**src/rtl/frame_writer.sv**
```systemverilog
// ---------------------------------------------------------------------------
// frame_writer
//
// Ingress-side writer for the frame/sideband buffer pair. Every accepted
// AXI-stream beat is written into the frame buffer in the same cycle. Each
// completed frame gets one sideband entry holding its end pointer and
// destination. A frame that the filter drops, or that overflows the buffer,
// is discarded by rewinding the buffer write pointer to the frame start.
//
// Optional feature macro: FRAME_STATS_EN
//   defined   -> saturating 16-bit frame_ok / frame_drop counters
//   undefined -> stat ports tied to zero, no counter logic
//
// Ports
//   clk, reset        clock; synchronous active-high reset
//   ingress_source    upstream beat: tdata[15:0], tdest, tvalid, tlast
//   ingress_sink      tready to upstream
//   drop_req          filter verdict: discard the current frame
//   scan_payload      current frame is past its header
//   frame_wptr        frame buffer write pointer (wrap bit included)
//   frame_full        frame buffer full
//   frame_wen         frame buffer write strobe (same cycle as handshake)
//   frame_wdata       {3'b0, tlast, tdata}
//   frame_wrst        one-cycle pulse: buffer loads pointer from frame_rst_wptr
//   frame_rst_wptr    start pointer of the current frame
//   sideband_full     sideband buffer full
//   sideband_wen      sideband write strobe (one-cycle registered pulse)
//   sideband_wdata    {end pointer, tdest}, upper bits zero
//   stat_frames_ok    committed frame count
//   stat_frames_drop  aborted frame count
//   fsm_state         current controller state (debug observation)
//
// Handshake: a beat transfers on a rising clk edge where tvalid & tready are
// both high. tvalid does not depend on tready; tready depends only on the
// state, the buffer-full input and the pending rewind, never on tvalid.
// ---------------------------------------------------------------------------

package frame_writer_pkg;
  localparam int AXIS_DATA_WIDTH = 16;
  localparam int AXIS_DEST_WIDTH = 4;

  typedef struct packed {
    logic [AXIS_DATA_WIDTH-1:0] tdata;
    logic [AXIS_DEST_WIDTH-1:0] tdest;
    logic                       tvalid;
    logic                       tlast;
  } axis_d_source_t;

  typedef struct packed {
    logic tready;
  } axis_d_sink_t;

  typedef enum logic [2:0] {
    ST_IDLE    = 3'd0,
    ST_HEADER  = 3'd1,
    ST_PAYLOAD = 3'd2,
    ST_COMMIT  = 3'd3,
    ST_DROP    = 3'd4
  } fw_state_t;
endpackage

module frame_writer
  import frame_writer_pkg::*;
#(
  parameter int ADDR_WIDTH   = 11,
  parameter int HEADER_BEATS = 7
) (
  input  logic                  clk,
  input  logic                  reset,
  input  axis_d_source_t        ingress_source,
  output axis_d_sink_t          ingress_sink,
  input  logic                  drop_req,
  output logic                  scan_payload,
  input  logic [ADDR_WIDTH:0]   frame_wptr,
  input  logic                  frame_full,
  output logic                  frame_wen,
  output logic [19:0]           frame_wdata,
  output logic                  frame_wrst,
  output logic [ADDR_WIDTH:0]   frame_rst_wptr,
  input  logic                  sideband_full,
  output logic                  sideband_wen,
  output logic [19:0]           sideband_wdata,
  output logic [15:0]           stat_frames_ok,
  output logic [15:0]           stat_frames_drop,
  output fw_state_t             fsm_state
);

  // -------------------------------------------------------------------------
  // State and registered outputs
  // -------------------------------------------------------------------------
  fw_state_t                  state_q, state_d;
  logic [7:0]                 beat_cnt_q, beat_cnt_d;
  logic [AXIS_DEST_WIDTH-1:0] dest_q, dest_d;
  logic [ADDR_WIDTH:0]        rst_wptr_q, rst_wptr_d;
  logic                       scan_q, scan_d;
  logic                       wrst_q, wrst_d;
  logic                       sb_wen_q, sb_wen_d;

  logic                       tready;
  logic                       hs;
  logic                       wen;
  logic                       abort;

  always_ff @(posedge clk) begin
    if (reset) begin
      state_q    <= ST_IDLE;
      beat_cnt_q <= '0;
      dest_q     <= '0;
      rst_wptr_q <= '0;
      scan_q     <= 1'b0;
      wrst_q     <= 1'b0;
      sb_wen_q   <= 1'b0;
    end else begin
      state_q    <= state_d;
      beat_cnt_q <= beat_cnt_d;
      dest_q     <= dest_d;
      rst_wptr_q <= rst_wptr_d;
      scan_q     <= scan_d;
      wrst_q     <= wrst_d;
      sb_wen_q   <= sb_wen_d;
    end
  end

  // -------------------------------------------------------------------------
  // Next-state / output logic
  //
  // sideband_wen is a registered pulse that must land in the first COMMIT
  // cycle when the sideband buffer has room. It is therefore scheduled one
  // cycle early from the current sideband_full. This is safe because only
  // this block writes the sideband buffer, so full cannot rise between the
  // sample and the write.
  // -------------------------------------------------------------------------
  always_comb begin
    state_d    = state_q;
    beat_cnt_d = beat_cnt_q;
    dest_d     = dest_q;
    rst_wptr_d = rst_wptr_q;
    scan_d     = scan_q;
    wrst_d     = 1'b0;
    sb_wen_d   = 1'b0;
    tready     = 1'b0;
    hs         = 1'b0;
    wen        = 1'b0;
    abort      = 1'b0;

    if (!reset) begin
      case (state_q)
        ST_IDLE: begin
          // While the rewind pulse is out, the buffer reloads its pointer;
          // hold off the next frame so its start pointer is the rewound one.
          tready = ~frame_full & ~wrst_q;
          hs     = ingress_source.tvalid & tready;
          if (hs) begin
            wen        = 1'b1;
            dest_d     = ingress_source.tdest;
            rst_wptr_d = frame_wptr;
            beat_cnt_d = 8'd1;
            if (ingress_source.tlast) begin
              state_d  = ST_COMMIT;
              sb_wen_d = ~sideband_full;
            end else if (HEADER_BEATS == 1) begin
              state_d = ST_PAYLOAD;
              scan_d  = 1'b1;
            end else begin
              state_d = ST_HEADER;
            end
          end
        end

        ST_HEADER, ST_PAYLOAD: begin
          tready = ~frame_full;
          hs     = ingress_source.tvalid & tready;
          abort  = drop_req | (frame_full & ingress_source.tvalid);
          if (abort) begin
            // A beat accepted in the abort cycle is discarded, not written.
            wrst_d  = 1'b1;
            scan_d  = 1'b0;
            state_d = (hs & ingress_source.tlast) ? ST_IDLE : ST_DROP;
          end else if (hs) begin
            wen = 1'b1;
            if (ingress_source.tlast) begin
              state_d  = ST_COMMIT;
              sb_wen_d = ~sideband_full;
            end else if (state_q == ST_HEADER) begin
              beat_cnt_d = beat_cnt_q + 8'd1;
              if (beat_cnt_q == 8'(HEADER_BEATS - 1)) begin
                state_d = ST_PAYLOAD;
                scan_d  = 1'b1;
              end
            end
          end
        end

        ST_COMMIT: begin
          if (sb_wen_q) begin
            state_d = ST_IDLE;
            scan_d  = 1'b0;
          end else begin
            sb_wen_d = ~sideband_full;
          end
        end

        ST_DROP: begin
          tready = 1'b1;
          hs     = ingress_source.tvalid;
          if (hs && ingress_source.tlast) begin
            state_d = ST_IDLE;
          end
        end

        default: begin
          state_d = ST_IDLE;
        end
      endcase
    end
  end

  // -------------------------------------------------------------------------
  // Outputs
  // -------------------------------------------------------------------------
  assign ingress_sink   = '{tready: tready};
  assign frame_wen      = wen;
  assign frame_wdata    = wen ? {3'b000, ingress_source.tlast, ingress_source.tdata} : 20'd0;
  assign frame_wrst     = wrst_q;
  assign frame_rst_wptr = rst_wptr_q;
  assign scan_payload   = scan_q;
  assign sideband_wen   = sb_wen_q;
  // No writes happen in COMMIT, so frame_wptr is already one past the last beat.
  assign sideband_wdata = sb_wen_q ? 20'({frame_wptr, dest_q}) : 20'd0;
  assign fsm_state      = state_q;

  // -------------------------------------------------------------------------
  // Frame statistics
  // -------------------------------------------------------------------------
`ifdef FRAME_STATS_EN
  logic [15:0] ok_cnt_q;
  logic [15:0] drop_cnt_q;

  always_ff @(posedge clk) begin
    if (reset) begin
      ok_cnt_q   <= '0;
      drop_cnt_q <= '0;
    end else begin
      if (sb_wen_q && (ok_cnt_q != 16'hFFFF)) begin
        ok_cnt_q <= ok_cnt_q + 16'd1;
      end
      if (wrst_d && (drop_cnt_q != 16'hFFFF)) begin
        drop_cnt_q <= drop_cnt_q + 16'd1;
      end
    end
  end

  assign stat_frames_ok   = ok_cnt_q;
  assign stat_frames_drop = drop_cnt_q;
`else
  assign stat_frames_ok   = 16'd0;
  assign stat_frames_drop = 16'd0;
`endif

endmodule

```
**config.mk**
```make
export PLATFORM = sky130hd
export DESIGN_NAME = frame_writer
export DESIGN_NICKNAME = d
export VERILOG_FILES = /design/src/rtl/frame_writer.sv
export SDC_FILE = /design/constraint.sdc
export NUM_CORES = 1
export LEC_CHECK = 0
export BUFFER_PORTS_ARGS = -buffer_cell sky130_fd_sc_hd__buf_2
export CORE_ASPECT_RATIO = 1.4
export CORE_MARGIN = 2
export CORE_UTILIZATION = 45
export DETAILED_ROUTE_END_ITERATION = 8
export PLACE_DENSITY = 0.92
export SYNTH_ARGS = -nofsm -noshare
export SYNTH_HDL_FRONTEND = slang
export SYNTH_SLANG_ARGS = --single-unit
export TNS_END_PERCENT = 100
```
**constraint.sdc**
```tcl
create_clock -name clk -period 2.8 [get_ports clk]
set_clock_uncertainty 0.2 [all_clocks]
set_input_delay 0.56 -clock clk [delete_from_list [all_inputs] [get_ports clk]]
set_output_delay 0.56 -clock clk [all_outputs]
set_load 0.1 [all_outputs]
```
==> impl_metrics.env, run 1 <==
export IMPL_fin_worst_hold_slack_ps=249
export IMPL_synth_edff_count=0
export IMPL_grt_pass1_vias=1752
export IMPL_critical_path_reg2reg_endpoint="scan_payload"
export IMPL_cts_post_setup_buffers_inserted=0
export IMPL_dr_wl_met2_um=2770
export IMPL_io_buffers=91
export IMPL_timing_final_hold_violations=0
export IMPL_maximum_number_of_pins_on_one_net_before_global_route_repair=29
export IMPL_clock_transition_at_path_regs_ps=70
export IMPL_place_congestion=0.914
export IMPL_drt_antenna_violating_nets=0
export IMPL_chipWidth_um=60.3
export IMPL_finish_net_count=385
export IMPL_grt_first_pass_wirelength_um=8050
export IMPL_hold_start="dest_q[0]"
export IMPL_finish_cell_count_without_fillers=405
export IMPL_die_ar_sq_um=5000
export IMPL_design_power_total_mw=2.40
export IMPL_die_y_um=82.8
export IMPL_vdd_drop_max_mv=0.502
export IMPL_post_synth_top_area_cell="sky130_fd_sc_hd__dfxtp_1"
export IMPL_cts_max_level=2
export IMPL_cpMaxStageDelayCell="sky130_fd_sc_hd__o2111a_1"
export IMPL_timing_critical_path_from="frame_full"
export IMPL_maxUsedRoutingLayer="met4"
export IMPL_list_of_most_frequent_post_synthesis_cells="39 x sky130_fd_sc_hd__buf_4, 36 x sky130_fd_sc_hd__nand2_1, 34 x sky130_fd_sc_hd__and2_1, 30 x sky130_fd_sc_hd__dfxtp_1, 20 x sky130_fd_sc_hd__a21oi_1"
export IMPL_rsz_0062_raised_after_global_routing="false"
export IMPL_post_route_drc_count=0
export IMPL_worst_skew_pair_late_latency_ps=280
export IMPL_totalWireLength_um=5160
export IMPL_maximum_capacitance_violations=0
export IMPL_place_ws_ps=139
export IMPL_run_status="completed"
export IMPL_timing_critical_path_cells="buf_2 > a21o_1 > nor3_1 > o2111a_1 > buf_12 > and2_2 > buf_12"
export IMPL_p_per_area_nw_per_um2=864
export IMPL_static_leakage_power_nw=1.34
export IMPL_design_area_sq_um=2780
export IMPL_routed_wire_length_per_instance_um=12.7
export IMPL_timing_setup_tns_ps=0
export IMPL_worstSetupStartpointType="input port"
export IMPL_cts_tree="yes"
export IMPL_path_delay_family="compound AO/OA/AOI/OAI gates"
export IMPL_antenna_found_initial=0
export IMPL_cp_data_arrival_time_ps=1900
export IMPL_buffering_stage_count_on_the_worst_path_with_inverters_included=3
export IMPL_detailedPlacementHpwl_um=4190
export IMPL_slew_violations=0
export IMPL_critical_path_max_stage_delay_ps=290
export IMPL_synth_area_sq_um=2000
export IMPL_reg2reg_from="beat_cnt_q[0]"
export IMPL_synthDominantCellAreaShare_pct=30.1
export IMPL_setup_viol=0
export IMPL_cts_inserted_buffers=5
export IMPL_hold_path_class="flop to flop"
export IMPL_synth_most_common_cell="sky130_fd_sc_hd__buf_4"
export IMPL_synth_top_cells_by_area="sky130_fd_sc_hd__dfxtp_1 30%, sky130_fd_sc_hd__buf_4 15%, sky130_fd_sc_hd__and2_1 11%"
export IMPL_crit_path_frequent_cell="sky130_fd_sc_hd__buf_12"
export IMPL_crit_path_max_fanout=17
export IMPL_grt_util_all_layers_pct=20.7
export IMPL_rows=28
export IMPL_synth_distinct_cells=52
export IMPL_drive_above_1_share_pct=38.6
export IMPL_initial_core_util_pct=47.1
export IMPL_core_area_sq_um=4240
export IMPL_final_critical_path_required_period_ps=2660
export IMPL_maxSlewHeadroom_pct=63.9
export IMPL_area_growth_pct=39.3
export IMPL_number_of_drc_markers_after_the_initial_detailed_route_iteration=88
export IMPL_min_path_cells=2
export IMPL_worstHoldEndpoint="dest_q[0]"
export IMPL_post_cts_hold_buffer_count=0
export IMPL_routedLengthMet1_um=1850
export IMPL_post_synth_cell_area_avg_sq_um=7.84
export IMPL_yosysWarningCount=0
export IMPL_yosys_register_bits=30
export IMPL_synth_async_sr_flop_share_pct=0
export IMPL_grt_residual_overflow=0
export IMPL_drtPass1Iterations=4
export IMPL_synth_top_flop_cell="sky130_fd_sc_hd__dfxtp_1"
export IMPL_synthesis_instances=255
export IMPL_wl_met3_um=375
export IMPL_cts_root_buf="sky130_fd_sc_hd__clkbuf_8"
export IMPL_type_of_element_capturing_the_critical_path="output pin"
export IMPL_worst_slack_ps=135
export IMPL_cts_buffer_depth=2
export IMPL_post_cts_resized_instances=0
export IMPL_number_of_instances_in_the_placed_design=397
export IMPL_worst_slew_pin_transition_ps=540
export IMPL_timing_reg2reg_setup_slack_ps=660
export IMPL_cp_data_required_time_ps=2040
export IMPL_fmax_mhz=375
export IMPL_diodes=0
export IMPL_ws_path_type="input port to output pin"
export IMPL_post_route_period_util_pct=95.2
export IMPL_final_core_utilization_pct=65.7
export IMPL_total_number_of_vias=2003
export IMPL_clock_sinks=30
export IMPL_synth_seq_area_share_pct=30.1
export IMPL_design_portCount=131
export IMPL_r2r_worst_path_cells=6
export IMPL_dpl_cell_area_sq_um=2690
export IMPL_detail_route_vias_per_cell=4.95
-- report_power, final --
group | switching, mW | total (mW) | internal [mW]
Sequential | 0.0929 | 0.588 | 0.496
Clock | 0.161 | 0.358 | 0.198
Combinational | 1.12 | 1.46 | 0.337
Total | 1.37 | 2.40 | 1.03
-- cell usage in the layout, fill, tap and decap left out, types with 2 or more instances in the layout --
master / n
sky130_fd_sc_hd__clkbuf_8: 6
sky130_fd_sc_hd__dfxtp_4: 2
sky130_fd_sc_hd__and2_1: 18
sky130_fd_sc_hd__a211oi_1: 4
sky130_fd_sc_hd__and2_4: 9
sky130_fd_sc_hd__nor2_2: 2
sky130_fd_sc_hd__dfxtp_1: 26
sky130_fd_sc_hd__mux2i_1: 2
sky130_fd_sc_hd__nor4_1: 2
sky130_fd_sc_hd__o22ai_1: 4
sky130_fd_sc_hd__buf_4: 4
sky130_fd_sc_hd__inv_1: 3
sky130_fd_sc_hd__a21o_1: 3
sky130_fd_sc_hd__nand2_1: 36
sky130_fd_sc_hd__a21oi_1: 20
sky130_fd_sc_hd__buf_12: 19
sky130_fd_sc_hd__conb_1: 39
sky130_fd_sc_hd__and3_1: 3
sky130_fd_sc_hd__nand2b_1: 2
sky130_fd_sc_hd__nor2b_1: 7
sky130_fd_sc_hd__nor3_1: 5
sky130_fd_sc_hd__nor2_1: 6
sky130_fd_sc_hd__ha_1: 2
sky130_fd_sc_hd__dfxtp_2: 2
sky130_fd_sc_hd__a32o_1: 2
sky130_fd_sc_hd__a22o_1: 4
sky130_fd_sc_hd__and2_2: 7
sky130_fd_sc_hd__buf_2: 73
sky130_fd_sc_hd__o211ai_1: 2
sky130_fd_sc_hd__xnor2_1: 2
-- area by class of cell --
type,instances,area (sq um)
sequential,30,611
fill,336,1460
clock buffer,6,82.6
clock inverter,2,11.3
timing repair buffer,96,776
inverter,3,11.3
tap,60,75.1
multi-input combinational,208,1220
-- worst max-delay path by stage --
stage	endpoint	slack (ps)	cells past startpoint
after global routing	frame_wdata[3]	40	5
after floorplan	frame_wdata[10]	-60	5
after CTS	frame_wdata[0]	130	7
after global placement	frame_wdata[6]	170	7
final	frame_wdata[0]	140	7
after detailed placement	frame_wdata[0]	140	7
-- flip-flops by register name, indices dropped and copies added, names as in the netlist --
register and cells:
scan_payload 1, sideband_wen 1, beat_cnt_q 8, dest_q 4
frame_wrst 1, fsm_state 3, frame_rst_wptr 12
-- worst reg2reg max path, stage by stage (launching register included) --
cell,delay [ps]
sky130_fd_sc_hd__dfxtp_1,330
sky130_fd_sc_hd__inv_1,100
sky130_fd_sc_hd__ha_1,140
sky130_fd_sc_hd__nor4b_1,370
sky130_fd_sc_hd__a211oi_1,160
sky130_fd_sc_hd__nor4_1,350
sky130_fd_sc_hd__mux2_2,380
-- per-layer routing --
metal,vias up,GRT usage [%]
met4,0,9.29
met1,909,22.6
li1,983,-
met5,-,0
met3,14,4.36
met2,97,36.5
-- cell families after synthesis --
| group | Yosys count | share of synthesized area [%] |
|---|---|---|
| adder cells (fa/ha/maj) | 2 | 1.25 |
| AND/OR/NAND/NOR | 111 | 30.5 |
| buffers and inverters | 55 | 18.2 |
| AO/OA/AOI/OAI | 51 | 17.3 |
| XOR/XNOR | 2 | 0.877 |
| flip-flops | 30 | 30.1 |
| multiplexers | 3 | 1.57 |
| other | 1 | 0.188 |
Power figures use the tool's default switching activity.
==> inputs of run 2 (changes only) <==
CORE_ASPECT_RATIO = not set   (was 1.4)
REMOVE_ABC_BUFFERS = 1   (was not set)
==> impl_metrics.env, run 2 (synthesis gave the netlist of run 1 again) <==
export IMPL_run_status="completed"
export IMPL_clock_sinks=30
export IMPL_place_ws_ps=112
export IMPL_finish_cell_count_without_fillers=400
export IMPL_slew_violations=0
export IMPL_post_cts_hold_buffer_count=0
export IMPL_chipWidth_um=70.6
export IMPL_crit_path_max_fanout=17
export IMPL_initial_core_util_pct=46.2
export IMPL_design_portCount=131
export IMPL_finish_net_count=388
export IMPL_cts_max_level=2
export IMPL_fin_worst_hold_slack_ps=251
export IMPL_final_cell_mix="73 x sky130_fd_sc_hd__buf_2, 39 x sky130_fd_sc_hd__conb_1, 36 x sky130_fd_sc_hd__nand2_1"
export IMPL_timing_final_hold_violations=0
export IMPL_area_growth_pct=38.1
export IMPL_vdd_drop_max_mv=0.682
export IMPL_grt_util_all_layers_pct=18.7
export IMPL_post_cts_resized_instances=0
export IMPL_static_leakage_power_nw=1.33
export IMPL_ws_path_type="flop to output pin"
export IMPL_cp_data_required_time_ps=2040
export IMPL_drive_above_1_share_pct=33.6
export IMPL_maximum_number_of_pins_on_one_net_before_global_route_repair=29
export IMPL_rows=24
export IMPL_type_of_element_capturing_the_critical_path="output pin"
export IMPL_drt_antenna_violating_nets=0
export IMPL_post_route_drc_count=0
export IMPL_detailedPlacementHpwl_um=3840
export IMPL_dpl_cell_area_sq_um=2650
export IMPL_clock_transition_at_path_regs_ps=60
export IMPL_cpMaxStageDelayCell="sky130_fd_sc_hd__dfxtp_2"
export IMPL_maxSlewHeadroom_pct=62.4
export IMPL_worst_slack_ps=127
export IMPL_grt_first_pass_wirelength_um=7600
export IMPL_hold_path_class="flop to flop"
export IMPL_cts_inserted_buffers=5
export IMPL_drtPass1Iterations=4
export IMPL_worst_skew_pair_late_latency_ps=270
export IMPL_p_per_area_nw_per_um2=880
export IMPL_cts_root_buf="sky130_fd_sc_hd__clkbuf_8"
export IMPL_die_y_um=70.6
export IMPL_crit_path_frequent_cell="sky130_fd_sc_hd__buf_12"
export IMPL_worstSetupStartpointType="flop"
export IMPL_number_of_drc_markers_after_the_initial_detailed_route_iteration=86
export IMPL_largest_register_ffs=12
export IMPL_routed_wire_length_per_instance_um=12.3
export IMPL_fmax_mhz=374
export IMPL_diodes=0
export IMPL_fillCellCount=370
export IMPL_die_ar_sq_um=4990
export IMPL_timing_setup_tns_ps=0
export IMPL_detail_route_vias_per_cell=4.92
export IMPL_cts_buffer_depth=2
export IMPL_final_core_utilization_pct=63.8
export IMPL_cts_post_setup_buffers_inserted=0
export IMPL_worst_slew_pin_transition_ps=564
export IMPL_final_critical_path_required_period_ps=2670
export IMPL_setup_viol=0
export IMPL_maximum_capacitance_violations=0
export IMPL_core_area_sq_um=4320
export IMPL_post_route_period_util_pct=95.4
export IMPL_design_area_sq_um=2760
export IMPL_rsz_0062_raised_after_global_routing="false"
export IMPL_cts_tree="yes"
export IMPL_design_power_total_mw=2.43
export IMPL_total_number_of_vias=1966
export IMPL_mostFrequentLayoutCell="sky130_fd_sc_hd__buf_2"
export IMPL_grt_residual_overflow=0
export IMPL_cp_data_arrival_time_ps=1910
export IMPL_number_of_instances_in_the_placed_design=392
export IMPL_totalWireLength_um=4910
export IMPL_antenna_found_initial=0
export IMPL_grt_pass1_vias=1665
export IMPL_place_congestion=0.977
export IMPL_io_buffers=91
export IMPL_timing_critical_path_cells="xnor2_1 > nor3_2 > o2111a_1 > buf_12 > and2_1 > buf_12"
export IMPL_critical_path_max_stage_delay_ps=370
run 2: final cells by class:
class	count	area (sq um)	area share, %
Clock buffer	7	86.3	3.13
Clock inverter	1	5.00	0.181
Inverter	3	11.3	0.408
Multi-Input combinational cell	208	1190	43.1
Sequential cell	30	604	21.9
Tap cell	52	65.1	2.36
Timing Repair Buffer	99	798	28.9
run 2: worst paths after layout:
check / startpoint / endpoint / slack (ps) / depth (start not counted)
max: fsm_state[0] / frame_wdata[15] / 130 / 6
min: frame_rst_wptr[10] / frame_rst_wptr[10] / 250 / 2
max reg2reg: sideband_wen / scan_payload / 650 / 4
min reg2reg: frame_rst_wptr[10] / frame_rst_wptr[10] / 250 / 2
run 2: critical path: cells and delay by family, from the launching register on:
kind	cells	cell delay, ps
AOI/OAI and AO/OA	1	290
xor gates and xnor gates	1	370
DFF	1	370
buffers and inverters	2	320
and+or+nand+nor	2	280
run 2: routing by layer:
metal  GRT usage [%]  part of all wire (%)
met5               0                     0
met1            22.3                    39
met2            33.3                    51
met3            4.27                   8.3
met4            6.29                   1.7
run 2: power by group:
| part | internal (mW) | switching, mW | total [mW] |
|---|---|---|---|
| Clock | 0.198 | 0.154 | 0.352 |
| Combinational | 0.358 | 1.14 | 1.50 |
| Sequential | 0.492 | 0.0827 | 0.575 |
